`config.mk`:
```
export PLATFORM = sky130hd
export DESIGN_NAME = xps2tx_flat
export DESIGN_NICKNAME = d
export VERILOG_FILES = /design/src/rtl/xps2tx_if.sv /design/src/rtl/xps2tx.sv /design/src/flat_wrapper.sv
export SDC_FILE = /design/constraint.sdc
export NUM_CORES = 1
export LEC_CHECK = 0
export BUFFER_PORTS_ARGS = -buffer_cell sky130_fd_sc_hd__buf_4
export CORE_ASPECT_RATIO = 1.75
export CORE_MARGIN = 2
export CORE_UTILIZATION = 30
export DETAILED_ROUTE_END_ITERATION = 8
export GPL_ROUTABILITY_DRIVEN = 0
export GPL_TIMING_DRIVEN = 0
export SKIP_LAST_GASP = 1
export SYNTH_ARGS = -nofsm -noshare
export SYNTH_HDL_FRONTEND = slang
export SYNTH_SLANG_ARGS = --single-unit
```
`constraint.sdc`:
```
create_clock -name clk -period 2.35 [get_ports clk]
set_input_delay 0.1175 -clock clk [delete_from_list [all_inputs] [get_ports clk]]
set_output_delay 0.1175 -clock clk [all_outputs]
set_load 0.05 [all_outputs]
```
`src/rtl/xps2tx_if.sv`:
```
`default_nettype none
// ============================================================================
//  Module   : xps2tx_if
//  Brief    : Bus and PS/2 pad bundle for the PS/2 host-to-device transmitter.
//             The slave modport is the peripheral view; master is the
//             controller/pad side.
//  Revision : 1.0 - initial release
// ============================================================================
interface xps2tx_if;
    logic       sel;
    logic       we;
    logic [7:0] data_in;
    logic [2:0] data_out;
    logic       ps2_clk;
    logic       ps2_data;
    logic       ps2_clk_low;
    logic       ps2_data_low;

    modport slave (
        input  sel, we, data_in, ps2_clk, ps2_data,
        output data_out, ps2_clk_low, ps2_data_low
    );

    modport master (
        output sel, we, data_in, ps2_clk, ps2_data,
        input  data_out, ps2_clk_low, ps2_data_low
    );
endinterface
`default_nettype wire

```
`src/rtl/xps2tx.sv`:
```
`default_nettype none
// ============================================================================
//  Module   : xps2tx
//  Brief    : PS/2 host-to-device transmitter. A bus write of one byte is sent
//             as inhibit, request-to-send, start, 8 data bits LSB first, odd
//             parity, stop, then the device ACK is checked. Status
//             {err, done, busy} is readable at any time.
//  Revision : 1.0 - initial release
// ============================================================================
module xps2tx #(
    parameter int INHIBIT_CYCLES = 5000,
    parameter int SETUP_CYCLES   = 50,
    parameter int TIMEOUT_CYCLES = 750000
) (
    input  wire logic  clk,
    input  wire logic  rst,
    xps2tx_if.slave    bus
);

    localparam int MAX_A   = (INHIBIT_CYCLES > SETUP_CYCLES) ? INHIBIT_CYCLES : SETUP_CYCLES;
    localparam int CNT_MAX = (MAX_A > TIMEOUT_CYCLES) ? MAX_A : TIMEOUT_CYCLES;
    localparam int CW      = $clog2(CNT_MAX + 1);

    typedef enum logic [2:0] {
        S_IDLE      = 3'd0,
        S_INHIBIT   = 3'd1,
        S_REQ       = 3'd2,
        S_TX        = 3'd3,
        S_WAIT_IDLE = 3'd4
    } state_t;

    state_t          state_q, state_d;
    logic [CW-1:0]   cnt_q, cnt_d;
    logic [3:0]      n_q, n_d;
    logic [7:0]      byte_q, byte_d;
    logic            par_q, par_d;
    logic            clk_low_q, clk_low_d;
    logic            data_low_q, data_low_d;
    logic            done_q, done_d;
    logic            err_q, err_d;
    logic            busy_q;
    logic [1:0]      clk_s_q;
    logic [1:0]      data_s_q;
    logic            clk_prev_q;

    logic            w_clk_sync;
    logic            w_data_sync;
    logic            w_fe;

    assign w_clk_sync  = clk_s_q[1];
    assign w_data_sync = data_s_q[1];
    // Edge register lags the second stage by one cycle, so fe is a one-cycle pulse.
    assign w_fe        = clk_prev_q & ~clk_s_q[1];

    assign bus.ps2_clk_low  = clk_low_q;
    assign bus.ps2_data_low = data_low_q;
    assign bus.data_out     = {err_q, done_q, busy_q};

    // Pad synchronisers and falling-edge history; idle bus level is high.
    always_ff @(posedge clk) begin
        if (rst) begin
            clk_s_q    <= 2'b11;
            data_s_q   <= 2'b11;
            clk_prev_q <= 1'b1;
        end else begin
            clk_s_q    <= {clk_s_q[0], bus.ps2_clk};
            data_s_q   <= {data_s_q[0], bus.ps2_data};
            clk_prev_q <= clk_s_q[1];
        end
    end

    // State, counters, frame data and registered drive/status outputs.
    always_ff @(posedge clk) begin
        if (rst) begin
            state_q    <= S_IDLE;
            cnt_q      <= '0;
            n_q        <= '0;
            byte_q     <= '0;
            par_q      <= 1'b0;
            clk_low_q  <= 1'b0;
            data_low_q <= 1'b0;
            done_q     <= 1'b0;
            err_q      <= 1'b0;
            busy_q     <= 1'b0;
        end else begin
            state_q    <= state_d;
            cnt_q      <= cnt_d;
            n_q        <= n_d;
            byte_q     <= byte_d;
            par_q      <= par_d;
            clk_low_q  <= clk_low_d;
            data_low_q <= data_low_d;
            done_q     <= done_d;
            err_q      <= err_d;
            busy_q     <= (state_d != S_IDLE);
        end
    end

    // Next-state logic; drive levels are computed for the state being entered.
    always_comb begin
        state_d    = state_q;
        cnt_d      = cnt_q;
        n_d        = n_q;
        byte_d     = byte_q;
        par_d      = par_q;
        clk_low_d  = clk_low_q;
        data_low_d = data_low_q;
        done_d     = done_q;
        err_d      = err_q;

        case (state_q)
            S_IDLE: begin
                clk_low_d  = 1'b0;
                data_low_d = 1'b0;
                if (bus.sel && bus.we) begin
                    byte_d    = bus.data_in;
                    par_d     = ~^bus.data_in;
                    done_d    = 1'b0;
                    err_d     = 1'b0;
                    cnt_d     = '0;
                    clk_low_d = 1'b1;
                    state_d   = S_INHIBIT;
                end
            end
            S_INHIBIT: begin
                if (cnt_q == CW'(INHIBIT_CYCLES - 1)) begin
                    cnt_d      = '0;
                    data_low_d = 1'b1;
                    state_d    = S_REQ;
                end else begin
                    cnt_d = cnt_q + CW'(1);
                end
            end
            S_REQ: begin
                if (cnt_q == CW'(SETUP_CYCLES - 1)) begin
                    cnt_d     = '0;
                    n_d       = '0;
                    clk_low_d = 1'b0;
                    state_d   = S_TX;
                end else begin
                    cnt_d = cnt_q + CW'(1);
                end
            end
            S_TX: begin
                // A device edge takes priority over an expiring timeout.
                if (w_fe) begin
                    cnt_d = '0;
                    n_d   = n_q + 4'd1;
                    if (n_q < 4'd8) begin
                        data_low_d = ~byte_q[n_q[2:0]];
                    end else if (n_q == 4'd8) begin
                        data_low_d = ~par_q;
                    end else if (n_q == 4'd9) begin
                        data_low_d = 1'b0;
                    end else begin
                        data_low_d = 1'b0;
                        if (w_data_sync) begin
                            err_d = 1'b1;
                        end
                        state_d = S_WAIT_IDLE;
                    end
                end else if (cnt_q == CW'(TIMEOUT_CYCLES)) begin
                    cnt_d      = '0;
                    clk_low_d  = 1'b0;
                    data_low_d = 1'b0;
                    err_d      = 1'b1;
                    state_d    = S_IDLE;
                end else begin
                    cnt_d = cnt_q + CW'(1);
                end
            end
            S_WAIT_IDLE: begin
                clk_low_d  = 1'b0;
                data_low_d = 1'b0;
                if (w_clk_sync && w_data_sync) begin
                    if (!err_q) begin
                        done_d = 1'b1;
                    end
                    cnt_d   = '0;
                    state_d = S_IDLE;
                end else if (w_fe) begin
                    cnt_d = '0;
                end else if (cnt_q == CW'(TIMEOUT_CYCLES)) begin
                    cnt_d   = '0;
                    err_d   = 1'b1;
                    state_d = S_IDLE;
                end else begin
                    cnt_d = cnt_q + CW'(1);
                end
            end
            default: begin
                clk_low_d  = 1'b0;
                data_low_d = 1'b0;
                cnt_d      = '0;
                state_d    = S_IDLE;
            end
        endcase
    end

endmodule
`default_nettype wire

```
`src/flat_wrapper.sv`:
```
// flat-port wrapper written by rule: the top's interface ports become plain ports
module xps2tx_flat 
#(
    parameter int INHIBIT_CYCLES = 5000,
    parameter int SETUP_CYCLES   = 50,
    parameter int TIMEOUT_CYCLES = 750000
)
  (clk, rst, bus_sel, bus_we, bus_data_in, bus_ps2_clk, bus_ps2_data, bus_data_out, bus_ps2_clk_low, bus_ps2_data_low);
  xps2tx_if bus_i ();
  input  wire logic clk;
  input  wire logic rst;
  input wire logic [$bits(bus_i.sel)-1:0] bus_sel;
  input wire logic [$bits(bus_i.we)-1:0] bus_we;
  input wire logic [$bits(bus_i.data_in)-1:0] bus_data_in;
  input wire logic [$bits(bus_i.ps2_clk)-1:0] bus_ps2_clk;
  input wire logic [$bits(bus_i.ps2_data)-1:0] bus_ps2_data;
  output wire logic [$bits(bus_i.data_out)-1:0] bus_data_out;
  output wire logic [$bits(bus_i.ps2_clk_low)-1:0] bus_ps2_clk_low;
  output wire logic [$bits(bus_i.ps2_data_low)-1:0] bus_ps2_data_low;
  assign bus_i.sel = bus_sel;
  assign bus_i.we = bus_we;
  assign bus_i.data_in = bus_data_in;
  assign bus_i.ps2_clk = bus_ps2_clk;
  assign bus_i.ps2_data = bus_ps2_data;
  assign bus_data_out = bus_i.data_out;
  assign bus_ps2_clk_low = bus_i.ps2_clk_low;
  assign bus_ps2_data_low = bus_i.ps2_data_low;
  xps2tx #(.INHIBIT_CYCLES(INHIBIT_CYCLES), .SETUP_CYCLES(SETUP_CYCLES), .TIMEOUT_CYCLES(TIMEOUT_CYCLES)) u_core (.clk(clk), .rst(rst), .bus(bus_i));
endmodule
```
# == Word-level counts from Yosys, hierarchy flattened ==
# Index checks and enable logic that the tools add are counted.
# op_classes
mux,46
n_addsub,2
eq_ne,24
bitwise,6
n_reduce_logical,14
magnitude_cmp,2
# op_table
operator,n
$mux 20,6
$pmux 20 s5,1
$mux 3,10
$add 20x1->20 const B,1
$eq 20x13->1 const B,1
$eq 20x20->1 const B,1
$eq 20x6->1 const B,1
$mux 1,20
$pmux 3 s5,1
$ne 2x1->1 const B,6
$ne 3x3->1 const B,3
$eq 4x4->1 const B,2
$mux 4,2
$ne 2x2->1 const B,4
$pmux 4 s2,1
$reduce_and 4->1,2
$reduce_and 8->1,1
$reduce_xnor 8->1,1
$eq 3x2->1 const B,2
$pmux 1 s3,2
$reduce_and 3->1,2
$reduce_bool 3->1,2
$not 1->1,5
$add 4x1->4 const B,1
14 further kinds,16
# word_totals
out_inout_bits,5
word_cells,107
input_bits,14
register_bits,46

# == Depth between registers and ports, before layout ==
# Gate-level depths: netlist (run 1).
# depth
ltp_word,7
depth_mapped,9
depth_no_buf,8

# == Least setup slack after synthesis (run 1) ==
# Ideal clock, no wire load.
# synth_timing
kind,register -> register
start,reg u_core.cnt_q[6]
end,reg u_core.busy_q
slack_ps,-140
path_stages_with_launch,6
setup_ps,127
period_less_slack_ps,2490
n_path_buf,0
t_arrival_ps,2363
cell_sequence,dfxtp_1 > or4b_4 > or4_4 > o31a_1 > o41a_1 > or3_1
# synth_via
elab_chain_len,6
word_cells_on_any_way,11
classes_between,eq/ne (3); mux (7); reduce/logical (1)
# synth_lines
element,line_no,rtl
start: declaration,xps2tx.sv:33,"logic [CW-1:0] cnt_q, cnt_d;"
start signal: assignment,xps2tx.sv:87,cnt_q <= cnt_d;
$eq 20x20->1,"xps2tx.sv:162, xps2tx.sv:183",
$mux 3,"xps2tx.sv:162, xps2tx.sv:183",
$mux 3,xps2tx.sv:181,end else if (w_fe) begin
$mux 3,xps2tx.sv:175,if (w_clk_sync && w_data_sync) begin
$pmux 3 s5 (*),xps2tx.sv:111,case (state_q)
$reduce_bool 3->1 (*),xps2tx.sv:95,busy_q <= (state_d != S_IDLE);
end signal: assignment,xps2tx.sv:95,
end: declaration,xps2tx.sv:41,logic busy_q;
# Every way passes the cells marked *; elsewhere a longest branch is shown, timed or not.
# A chain may end at the register's enable or synchronous reset.

# == Worst setup path after layout (run 1) ==
# Same ends and word-level chain as after synthesis.

==> key figures, run 1 <==
Run status
  • Status: finished with violations
  • Failing checks: setup timing

Route
  • Post-DRT Antenna Nets: 0
  • Via density: 5.20
  • Wirelength per Cell: 14.2 um
  • DRT iter0 DRCs: 61
  • Post-Route WL: 5810 um
  • Vias: 2125
  • First drt pass iteration count: 4
  • # DRC: 0

Die
  • Die height: 121 um
  • Initial core utilization: 0.310
  • Core footprint: 0.00762 mm2
  • Die span in x: 71.1 um
  • Boundary Pins: 19
  • Rows: 42
  • Die area: 0.00863 mm2

Setup path
  • CP max stage cell: or4b_4
  • Top cell family by delay on the critical path: simple AND/OR/NAND/NOR gates
  • WS Path Type: reg -> reg
  • Buf/Inv on CP: 0
  • Arr. time, crit path: 2.58 ns
  • R2R Path End: u_core.busy_q$_SDFF_PP0_
  • CP endpoint kind: flip-flop
  • Crit-path cells: or4b_4 > or4_4 > o31a_1 > o41a_1 > or3_1
  • Reg-to-reg setup timing slack: -0.07 ns
  • CP startpoint kind: flip-flop
  • Reg2reg start: u_core.cnt_q[6]$_SDFFE_PP0N_
  • CP required: 2.51 ns
  • Worst path max stage delay: 0.51 ns
  • Critical path fanouts, max: 3
  • R2r worst-path depth: 5

CTS
  • Clock Latency Late Sink: 0.28 ns
  • Clock tree buffer depth: 2
  • Hold-fix buffers, CTS: 0
  • TritonCTS Buffers: 5
  • CTS tree: done
  • Reg clk slew, reported paths: 0.06 ns
  • Htree depth: 2
  • Clock sink count: 46
  • Clk root buf: clkbuf_16

Power
  • Switching share of power: 0.229
  • Reg power frac: 0.453
  • Combinational Power Share: 0.100
  • Max rail drop VDD: 343 uV
  • Int Power: 1380 uW
  • Clk pwr share: 0.447
  • Final Total Pwr: 1790 uW
  • Switch Pwr: 410 uW
  • Leakage: 0.00103 uW
  • Power per standard cell area: 621 mW/mm2

Yosys
  • Synth Net Count: 309
  • Netlist Area Pre-Place: 0.00236 mm2
  • Ys async rst share: 0
  • Yosys reg bits: 46
  • Synth Flop Type: dfxtp_1
  • Register area share after synthesis: 0.390
  • Post-Syn Area per Cell: 8.15 um2
  • YS warnings: 0
  • Syn Inst Count: 290
  • Yosys cell types: 47
  • Post-synth EDFFs: 0

Hold path
  • Hold Path Cell Cnt: 2
  • Hold WC Path Type: in -> reg
  • Hold Startpoint: bus_ps2_clk
  • Hold Path Sink: u_core.clk_s_q[0]$_SDFF_PP1_

Timing
  • Fin crit period: 2.42 ns
  • Slew HR: 0.623
  • Worst slew pin tran: 0.564 ns
  • Worst setup margin: -0.0704 ns
  • Worst hold slack: 0.0124 ns
  • Period Utilization, post-route: 1.03
  • Fin. Hold Viols: 0
  • Final Skew: 0.00310 ns
  • F_max: 413 MHz
  • Slew Viols, Final: 0
  • Setup TNS: -0.906 ns
  • Final setup fails: 16
  • Unrepaired setup endpoints after global routing: yes

Place
  • Hpwl dp: 4380 um
  • Placed Cells: 395
  • Pre-CTS WS: -0.283 ns
  • Port Buffers: 17

Cells and area
  • Nets: 339
  • Post-route insts no fill: 409
  • Antenna Diode Count: 0
  • Area grow syn2layout: 21.8%
  • Fraction of layout cells with a size suffix above 1: 0.218

GRT
  • Tot GR Track Use: 0.146
  • Vias in the first global route: 2242
  • First-pass GRT wire length: 10100 um
  • Initial antenna violation count: 0
  • Largest net degree at the start of global routing: 16
  • GR Overflow Total: 0

Job
  • Max cap viols: 0
==> repair_timing <==
action	in CTS	in global routing
resized for setup	10	13
endpoints found under the setup margin	18	20
gates cloned	1	0
setup buffers	6	0
pin swaps	3	2
==> per-stage QoR <==
step | util | area, um2
final | 0.378 | 2880
after global routing | 0.378 | 2880
after CTS | 0.374 | 2850
after detailed placement | 0.342 | 2600
after global placement | 0.342 | 2600
after floorplan | - | 2360
==> cell usage after synthesis (5+ instances only) <==
cell type,n,area (um2)
or2_2,7,43.8
nor4_1,7,43.8
nor3_1,15,75.1
nand3_1,13,65.1
xnor2_1,10,87.6
nand4_1,6,37.5
ha_1,5,62.6
and3_1,8,50.1
nor2_1,31,116
nand2_1,39,146
a21oi_1,20,100
dfxtp_1,46,921
o21ai_0,6,30.0
xor2_1,14,123
clkbuf_1,14,52.6
==> state kept, by name, indices dropped and copies added, names as in the netlist, 2 cells and up <==
signal	flops
u_core.byte_q	8
u_core.clk_s_q	2
u_core.cnt_q	20
u_core.data_s_q	2
u_core.n_q	4
u_core.state_q	3
==> cell families (layout without fill, tap and decap cells) <==
family	Yosys count	count (layout)	synth area share
AOI/OAI and AO/OA	46	46	0.128
buffers and inverters	21	52	0.0413
DFF	46	46	0.390
xor gates and xnor gates	24	24	0.0889
adders and majority gates	5	5	0.0265
muxes	3	3	0.0185
and+or+nand+nor	145	145	0.307
==> cell usage in the layout (no fill, tap or decap), types with 2 or more instances in the layout <==
cell,n
dfxtp_1,40
nand2_1,39
buf_4,26
nor2_1,24
a21oi_1,19
nor3_1,15
xor2_1,14
clkbuf_1,13
nand3_1,13
xnor2_1,10
and3_1,8
nor4_1,7
or2_2,7
nor2_2,7
nand4_1,6
o21ai_0,5
clkbuf_16,5
dfxtp_2,5
ha_1,4
inv_1,3
nor2b_1,3
o21a_1,3
a211oi_1,3
or3_1,3
o31a_1,2
nand4b_1,2
and2_1,2
buf_6,2
a31oi_1,2
clkinvlp_4,2
==> worst max-delay path by stage <==
| stage | depth (start not counted) | start | endpoint |
|---|---|---|---|
| after floorplan | 5 | u_core.cnt_q[10]$_SDFFE_PP0N_ | u_core.busy_q$_SDFF_PP0_ |
| after global placement | 7 | u_core.state_q[2]$_SDFF_PP0_ | u_core.cnt_q[17]$_SDFFE_PP0N_ |
| after detailed placement | 7 | u_core.state_q[2]$_SDFF_PP0_ | u_core.cnt_q[11]$_SDFFE_PP0N_ |
| after CTS | 5 | u_core.cnt_q[6]$_SDFFE_PP0N_ | u_core.busy_q$_SDFF_PP0_ |
| after global routing | 5 | u_core.cnt_q[6]$_SDFFE_PP0N_ | u_core.busy_q$_SDFF_PP0_ |
| final | 5 | u_core.cnt_q[6]$_SDFFE_PP0N_ | u_core.busy_q$_SDFF_PP0_ |
==> final cells by class <==
cell class,instances,area (um2)
Clock inverter,3,45.0
Timing Repair Buffer,24,184
Tap cell,88,110
Multi-Input combinational cell,223,1390
Inverter,3,11.3
Buffer,17,82.6
Sequential cell,46,931
Clock buffer,5,125
Fill cell,760,4740
==> per-layer routing <==
| metal | global-route usage | up-vias | wire length (um) |
|---|---|---|---|
| met1 | 0.136 | 984 | 2110 |
| met3 | 0.0216 | 18 | 152 |
| li1 | - | 1071 | - |
| met5 | 0 | - | 0 |
| met2 | 0.290 | 52 | 3330 |
| met4 | 0.0825 | 0 | 223 |
==> power groups by stage <==
stage | registers (uW) | logic [uW] | clock network, uW
2_1_floorplan | 830 | 106 | 0
3_3_place_gp | 828 | 163 | 0
3_5_place_dp | 828 | 164 | 0
4_1_cts | 809 | 177 | 821
5_1_grt | 811 | 197 | 853
6_report | 809 | 179 | 800
Note: power is estimated with default switching activity, not from simulation.
==> run 2: changes to the inputs <==
--- a/config.mk
+++ b/config.mk
@@ -9,6 +9,7 @@
 export CORE_ASPECT_RATIO = 1.75
 export CORE_MARGIN = 2
 export CORE_UTILIZATION = 30
+export CTS_BUF_LIST = sky130_fd_sc_hd__clkbuf_8
 export DETAILED_ROUTE_END_ITERATION = 8
 export GPL_ROUTABILITY_DRIVEN = 0
 export GPL_TIMING_DRIVEN = 0
==> constraint.sdc (replaced) <==
create_clock -name clk -period 2.35 [get_ports clk]
set_input_delay 0.235 -clock clk [delete_from_list [all_inputs] [get_ports clk]]
set_output_delay 0.235 -clock clk [all_outputs]
set_load 0.05 [all_outputs]
==> run 2 against run 1 <==
  * The flow still finishes with violations (setup timing)
  * Sequential share of layout area increased by 0.49 points
  * Sequential cell count unchanged
  * Non-clock buffer count increased by 1
  * Setup slack improved by 0.0048 ns
  * Clock-buffer cell count unchanged
  * Clock power decreased by 25%
  * Total power decreased by 11%
  * Register-to-register slack about the same
  * Largest power group unchanged
  * Highest routed layer unchanged
==> key figures, run 2 (synthesis gave the netlist of run 1 again) <==
Timing
  • Fin. Hold Viols: 0 (unchanged)
  • Unrepaired setup endpoints after global routing: yes (unchanged)
  • Worst setup margin: -0.0656 ns (was -0.0704 ns)
  • Period Utilization, post-route: 1.03 (about the same)
  • Final setup fails: 16 (unchanged)
  • Fin crit period: 2.42 ns (about the same)
  • Slew HR: 0.620 (was 0.623)
  • Final Skew: 0.00613 ns (was 0.00310 ns)
  • Worst slew pin tran: 0.569 ns (was 0.564 ns)
  • F_max: 414 MHz (was 413 MHz)
  • Worst hold slack: 0.110 ns (was 0.0124 ns)
  • Slew Viols, Final: 0 (unchanged)

GRT
  • Tot GR Track Use: 0.146 (about the same)
  • Largest net degree at the start of global routing: 16 (unchanged)
  • GR Overflow Total: 0 (unchanged)
  • Vias in the first global route: 2246 (was 2242)
  • First-pass GRT wire length: 9980 um (was 10100 um)
  • Initial antenna violation count: 0 (unchanged)

Route
  • Top layer in use: met4 (unchanged)
  • Vias: 2107 (was 2125)
  • # DRC: 0 (unchanged)
  • Post-Route WL: 5840 um (was 5810 um)
  • WL met3: 155 um (was 152 um)
  • Post-DRT Antenna Nets: 0 (unchanged)
  • Via density: 5.14 (was 5.20)
  • First drt pass iteration count: 4 (unchanged)
  • M1 WL: 2100 um (was 2110 um)
  • DRT iter0 DRCs: 94 (was 61)
  • Met2 wire len: 3310 um (was 3330 um)
  • Wirelength per Cell: 14.2 um (about the same)

CTS
  • Reg clk slew, reported paths: 0.09 ns (was 0.06 ns)
  • Htree depth: 2 (unchanged)
  • Clock Latency Late Sink: 0.30 ns (was 0.28 ns)
  • Hold-fix buffers, CTS: 0 (unchanged)
  • Clock tree buffer depth: 2 (unchanged)
  • Clk root buf: clkbuf_8 (was clkbuf_16)
  • Clock sink count: 46 (unchanged)
  • TritonCTS Buffers: 5 (unchanged)
  • CTS tree: done (unchanged)

Die
  • Boundary Pins: 19 (unchanged)
  • Initial core utilization: 0.310 (unchanged)
  • Die height: 121 um (unchanged)
  • Core footprint: 0.00762 mm2 (unchanged)
  • Die area: 0.00863 mm2 (unchanged)
  • Die span in x: 71.1 um (unchanged)
  • Rows: 42 (unchanged)

Setup path
  • CP endpoint kind: flip-flop (unchanged)
  • Critical path fanouts, max: 3 (unchanged)
  • Crit-path cells: or4b_4 > or4_4 > o31a_1 > o41a_1 > or3_1 (unchanged)
  • Arr. time, crit path: 2.60 ns (was 2.58 ns)
  • WS Path Type: reg -> reg (unchanged)
  • Worst path max stage delay: 0.51 ns (about the same)
  • CP required: 2.54 ns (was 2.51 ns)
  • CP startpoint kind: flip-flop (unchanged)
  • CP max stage cell: or4b_4 (unchanged)

Job
  • Max cap viols: 0 (unchanged)

Run status
  • Failing checks: setup timing (unchanged)
  • Status: finished with violations (unchanged)

Power
  • Power per standard cell area: 560 mW/mm2 (was 621 mW/mm2)
  • Max rail drop VDD: 255 uV (was 343 uV)
  • Leakage: 0.00101 uW (was 0.00103 uW)

Cells and area
  • Most common cell after layout, fill and taps aside: dfxtp_1 (unchanged)
  • Fraction of layout cells with a size suffix above 1: 0.224 (was 0.218)
  • Area grow syn2layout: 20.0% (was 21.8%)
  • Top flop regs: u_core.cnt_q x20, u_core.byte_q x8, u_core.n_q x4 (unchanged)
  • Max FFs per register: 20 (unchanged)
  • Final Instance Area: 0.00284 mm2 (was 0.00288 mm2)
  • Final core occ: 0.372 (was 0.378)
  • Antenna Diode Count: 0 (unchanged)
  • Most frequent cells in the layout: dfxtp_1, nand2_1, buf_4 (unchanged)
  • Nets: 340 (was 339)
  • Reg with most FFs: u_core.cnt_q (unchanged)

Place
  • Placed Area: 0.00260 mm2 (unchanged)
  • Hpwl dp: 4380 um (unchanged)
  • Port Buffers: 17 (unchanged)

Hold path
  • Hold WC Path Type: in -> reg (unchanged)
-- run 2: cell types whose count changed in the layout (fill, tap and decap cells not counted), sizes merged --
cell | before | now
buf | 28 | 29
-- run 2: repair_timing --
| action | in CTS | in global routing |
|---|---|---|
| setup endpoints to repair | 18 | 21 |
| setup buffers | 7 | 0 |
| gates resized for setup | 12 | 13 |
| pin swaps | 6 | 3 |
| gates cloned | 1 | 0 |
-- run 2: through the flow --
stage / total power [uW] / worst slack (ns) / setup TNS (ns) / cells
after global placement: 991 / -0.240 / -3.06 / 395
after detailed placement: 992 / -0.283 / -3.46 / 395
after floorplan: 936 / -0.0400 / -0.244 / 290
final: 1590 / -0.0656 / -0.716 / 410
after CTS: 1610 / -0.0806 / -1.11 / 411
after global routing: 1650 / -0.128 / -1.93 / 410
-- run 2: final cells by class --
type                    instances  area (um2)
multi-input cells             223        1390
clock inverters                 3        45.0
inverters                       3        11.3
plain buffers                  17        82.6
well taps                      88         110
repair buffers                 25         195
flip-flops and latches         46         931
clock buffers                   5        68.8
fillers                       758        4780
-- run 2: where the power goes --
| part | leakage, uW | internal, uW | total, uW | switching [uW] |
|---|---|---|---|---|
| combinational | 0.000585 | 80.9 | 182 | 102 |
| clock | 0.0000504 | 316 | 597 | 280 |
| sequential | 0.000377 | 797 | 809 | 11.3 |
| total | 0.00101 | 1190 | 1590 | 393 |
-- run 2: worst max-delay path: cells and delay by family (launching register included) --
kind            cells  cell delay (ns)
flops               1             0.36
simple gates        3             1.25
compound gates      2             0.70
-- run 2: worst paths after layout --
check	from	to	slack, ns	cells past startpoint
max reg2reg	u_core.cnt_q[6]$_SDFFE_PP0N_	u_core.busy_q$_SDFF_PP0_	-0.07	5
max	u_core.cnt_q[6]$_SDFFE_PP0N_	u_core.busy_q$_SDFF_PP0_	-0.07	5
min	bus_ps2_clk	u_core.clk_s_q[0]$_SDFF_PP1_	0.11	2
min reg2reg	u_core.data_s_q[0]$_SDFF_PP1_	u_core.data_s_q[1]$_SDFF_PP1_	0.41	1
-- run 2: routing by layer --
layer	vias up	track usage
li1	1070	-
met1	970	0.135
met2	47	0.287
met3	20	0.0183
met4	0	0.0908
met5	-	0
==> run 3: changes to the inputs <==
--- a/config.mk
+++ b/config.mk
@@ -6,8 +6,9 @@
 export NUM_CORES = 1
 export LEC_CHECK = 0
 export BUFFER_PORTS_ARGS = -buffer_cell sky130_fd_sc_hd__buf_4
+export CAP_MARGIN = 20
 export CORE_ASPECT_RATIO = 1.75
-export CORE_MARGIN = 2
+export CORE_MARGIN = 10
 export CORE_UTILIZATION = 30
 export CTS_BUF_LIST = sky130_fd_sc_hd__clkbuf_8
 export DETAILED_ROUTE_END_ITERATION = 8
==> run 3 against run 2 <==
  * The run still ends with setup timing left
  * Core utilization increased by 0.20 points
  * Final area increased by 0.53%
  * Final cell count unchanged
  * Critical endpoint unchanged
  * Total power increased by 0.55%
  * Critical path type unchanged
  * First-iteration DRC count decreased by 20%
  * Global-route usage decreased by 4.3 points
  * Clock power increased by 1%
  * Non-clock buffer count unchanged
  * Sequential cell count unchanged
  * Worst hold slack improved by 0.00050 ns
==> key figures, run 3 (synthesis gave the netlist of run 1 again) <==
Run status
  • Status: finished with violations (unchanged)
  • Failing checks: setup timing (unchanged)

Setup path
  • WS Path Type: reg -> reg (unchanged)
  • CP required: 2.54 ns (about the same)
  • CP max stage cell: or4b_4 (unchanged)
  • Crit-path cells: or4b_4 > or4_4 > o31a_1 > o41a_1 > or3_1 (unchanged)
  • Critical path fanouts, max: 3 (unchanged)
  • Top cell family by delay on the critical path: simple AND/OR/NAND/NOR gates (unchanged)
  • CP startpoint kind: flip-flop (unchanged)
  • CP endpoint kind: flip-flop (unchanged)
  • Arr. time, crit path: 2.61 ns (was 2.60 ns)
  • Buf/Inv on CP: 0 (unchanged)
  • Worst path max stage delay: 0.51 ns (about the same)

CTS
  • Clk root buf: clkbuf_8 (unchanged)
  • Reg clk slew, reported paths: 0.09 ns (about the same)
  • Clock sink count: 46 (unchanged)
  • Hold-fix buffers, CTS: 0 (unchanged)
  • TritonCTS Buffers: 5 (unchanged)
  • Clock tree buffer depth: 2 (unchanged)
  • Htree depth: 2 (unchanged)
  • CTS tree: done (unchanged)
  • Clock Latency Late Sink: 0.30 ns (about the same)

Timing
  • Worst slew pin tran: 0.579 ns (was 0.569 ns)
  • Worst hold slack: 0.110 ns (about the same)
  • Unrepaired setup endpoints after global routing: yes (unchanged)
  • Fin. Hold Viols: 0 (unchanged)
  • Fin crit period: 2.42 ns (about the same)
  • Slew HR: 0.613 (was 0.620)
  • Final setup fails: 17 (was 16)
  • Final Skew: 0.00376 ns (was 0.00613 ns)
  • F_max: 413 MHz (was 414 MHz)
  • Slew Viols, Final: 0 (unchanged)
  • Period Utilization, post-route: 1.03 (about the same)
  • Worst setup margin: -0.0715 ns (was -0.0656 ns)

GRT
  • First-pass GRT wire length: 10000 um (was 9980 um)
  • Largest net degree at the start of global routing: 16 (unchanged)
  • GR Overflow Total: 0 (unchanged)
  • Tot GR Track Use: 0.103 (was 0.146)
  • Vias in the first global route: 2134 (was 2246)
  • Initial antenna violation count: 0 (unchanged)

Place
  • Port Buffers: 17 (unchanged)
  • Hpwl dp: 4580 um (was 4380 um)
  • Placed Cells: 395 (unchanged)
  • Placed Area: 0.00260 mm2 (unchanged)

Die
  • Die area: 0.0120 mm2 (was 0.00863 mm2)
  • Boundary Pins: 19 (unchanged)
  • Die span in x: 87.1 um (was 71.1 um)
  • Initial core utilization: 0.310 (unchanged)
  • Die height: 137 um (was 121 um)
  • Rows: 42 (unchanged)
  • Core footprint: 0.00762 mm2 (unchanged)

Route
  • Post-Route WL: 6050 um (was 5840 um)
  • Wirelength per Cell: 14.7 um (was 14.2 um)
  • # DRC: 0 (unchanged)
  • Vias: 2109 (was 2107)
  • DRT iter0 DRCs: 75 (was 94)
  • Post-DRT Antenna Nets: 0 (unchanged)
  • First drt pass iteration count: 4 (unchanged)
  • Via density: 5.14 (about the same)

Cells and area
  • Area grow syn2layout: 20.6% (was 20.0%)
  • Final Instance Area: 0.00285 mm2 (was 0.00284 mm2)
  • Reg with most FFs: u_core.cnt_q (unchanged)
  • Fill count: 782 (was 758)
  • Top flop regs: u_core.cnt_q x20, u_core.byte_q x8, u_core.n_q x4 (unchanged)
  • Fraction of layout cells with a size suffix above 1: 0.236 (was 0.224)
  • Reg area: 931 um2 (unchanged)
  • Post-route insts no fill: 410 (unchanged)
  • Antenna Diode Count: 0 (unchanged)
  • Final core occ: 0.374 (was 0.372)
  • Max FFs per register: 20 (unchanged)
  • Most common cell after layout, fill and taps aside: dfxtp_1 (unchanged)
  • Multi-input logic area: 0.00141 mm2 (was 0.00139 mm2)
  • Most frequent cells in the layout: dfxtp_1, nand2_1, buf_4 (unchanged)
  • Nets: 340 (unchanged)

Job
  • Max cap viols: 0 (unchanged)

Power
  • Final Total Pwr: 1600 uW (was 1590 uW)
  • Leakage: 0.00101 uW (about the same)
  • Max rail drop VDD: 270 uV (was 255 uV)
  • Power per standard cell area: 560 mW/mm2 (about the same)

Hold path
  • Hold WC Path Type: in -> reg (unchanged)
[run 3: power breakdown]
part	leakage (uW)	internal (uW)	switching (uW)
Sequential	0.000377	797	11.8
Combinational	0.000579	80.5	103
Clock	0.0000504	317	287
Total	0.00101	1190	402
[run 3: cell type report]
class	count	area share
tap	88	0.0386
multi-input combinational	223	0.493
timing repair buffer	24	0.0672
clock inverter	3	0.0158
inverter	3	0.00395
clock buffer	5	0.0241
sequential	46	0.327
buffer	18	0.0303
[run 3: metrics by stage]
step	setup TNS [ns]	setup slack (ns)
after global routing	-1.63	-0.122
after floorplan	-0.244	-0.0400
after CTS	-0.972	-0.0864
final	-0.769	-0.0715
after global placement	-2.99	-0.219
after detailed placement	-3.03	-0.220
[run 3: timing repair]
item	4_1_cts	5_1_grt
resized for setup	13	19
pin swaps	11	4
setup buffers	6	0
gates cloned	1	0
setup endpoints to repair	18	21
[run 3: final timing paths]
| path | startpoint | end | slack [ns] | cells past startpoint |
|---|---|---|---|---|
| max | u_core.cnt_q[6]$_SDFFE_PP0N_ | u_core.busy_q$_SDFF_PP0_ | -0.07 | 5 |
| max reg2reg | u_core.cnt_q[6]$_SDFFE_PP0N_ | u_core.busy_q$_SDFF_PP0_ | -0.07 | 5 |
| min | bus_ps2_clk | u_core.clk_s_q[0]$_SDFF_PP1_ | 0.11 | 2 |
| min reg2reg | u_core.clk_s_q[0]$_SDFF_PP1_ | u_core.clk_s_q[1]$_SDFF_PP1_ | 0.42 | 1 |
[run 3: metal layers]
layer / vias to the layer above / track usage / wire, um / part of all wire
li1: 1070 / - / - / -
met1: 989 / 0.0956 / 2240 / 0.37
met2: 32 / 0.200 / 3370 / 0.56
met3: 18 / 0.0201 / 168 / 0.028
met4: 0 / 0.0560 / 263 / 0.043
met5: - / 0 / 0 / 0
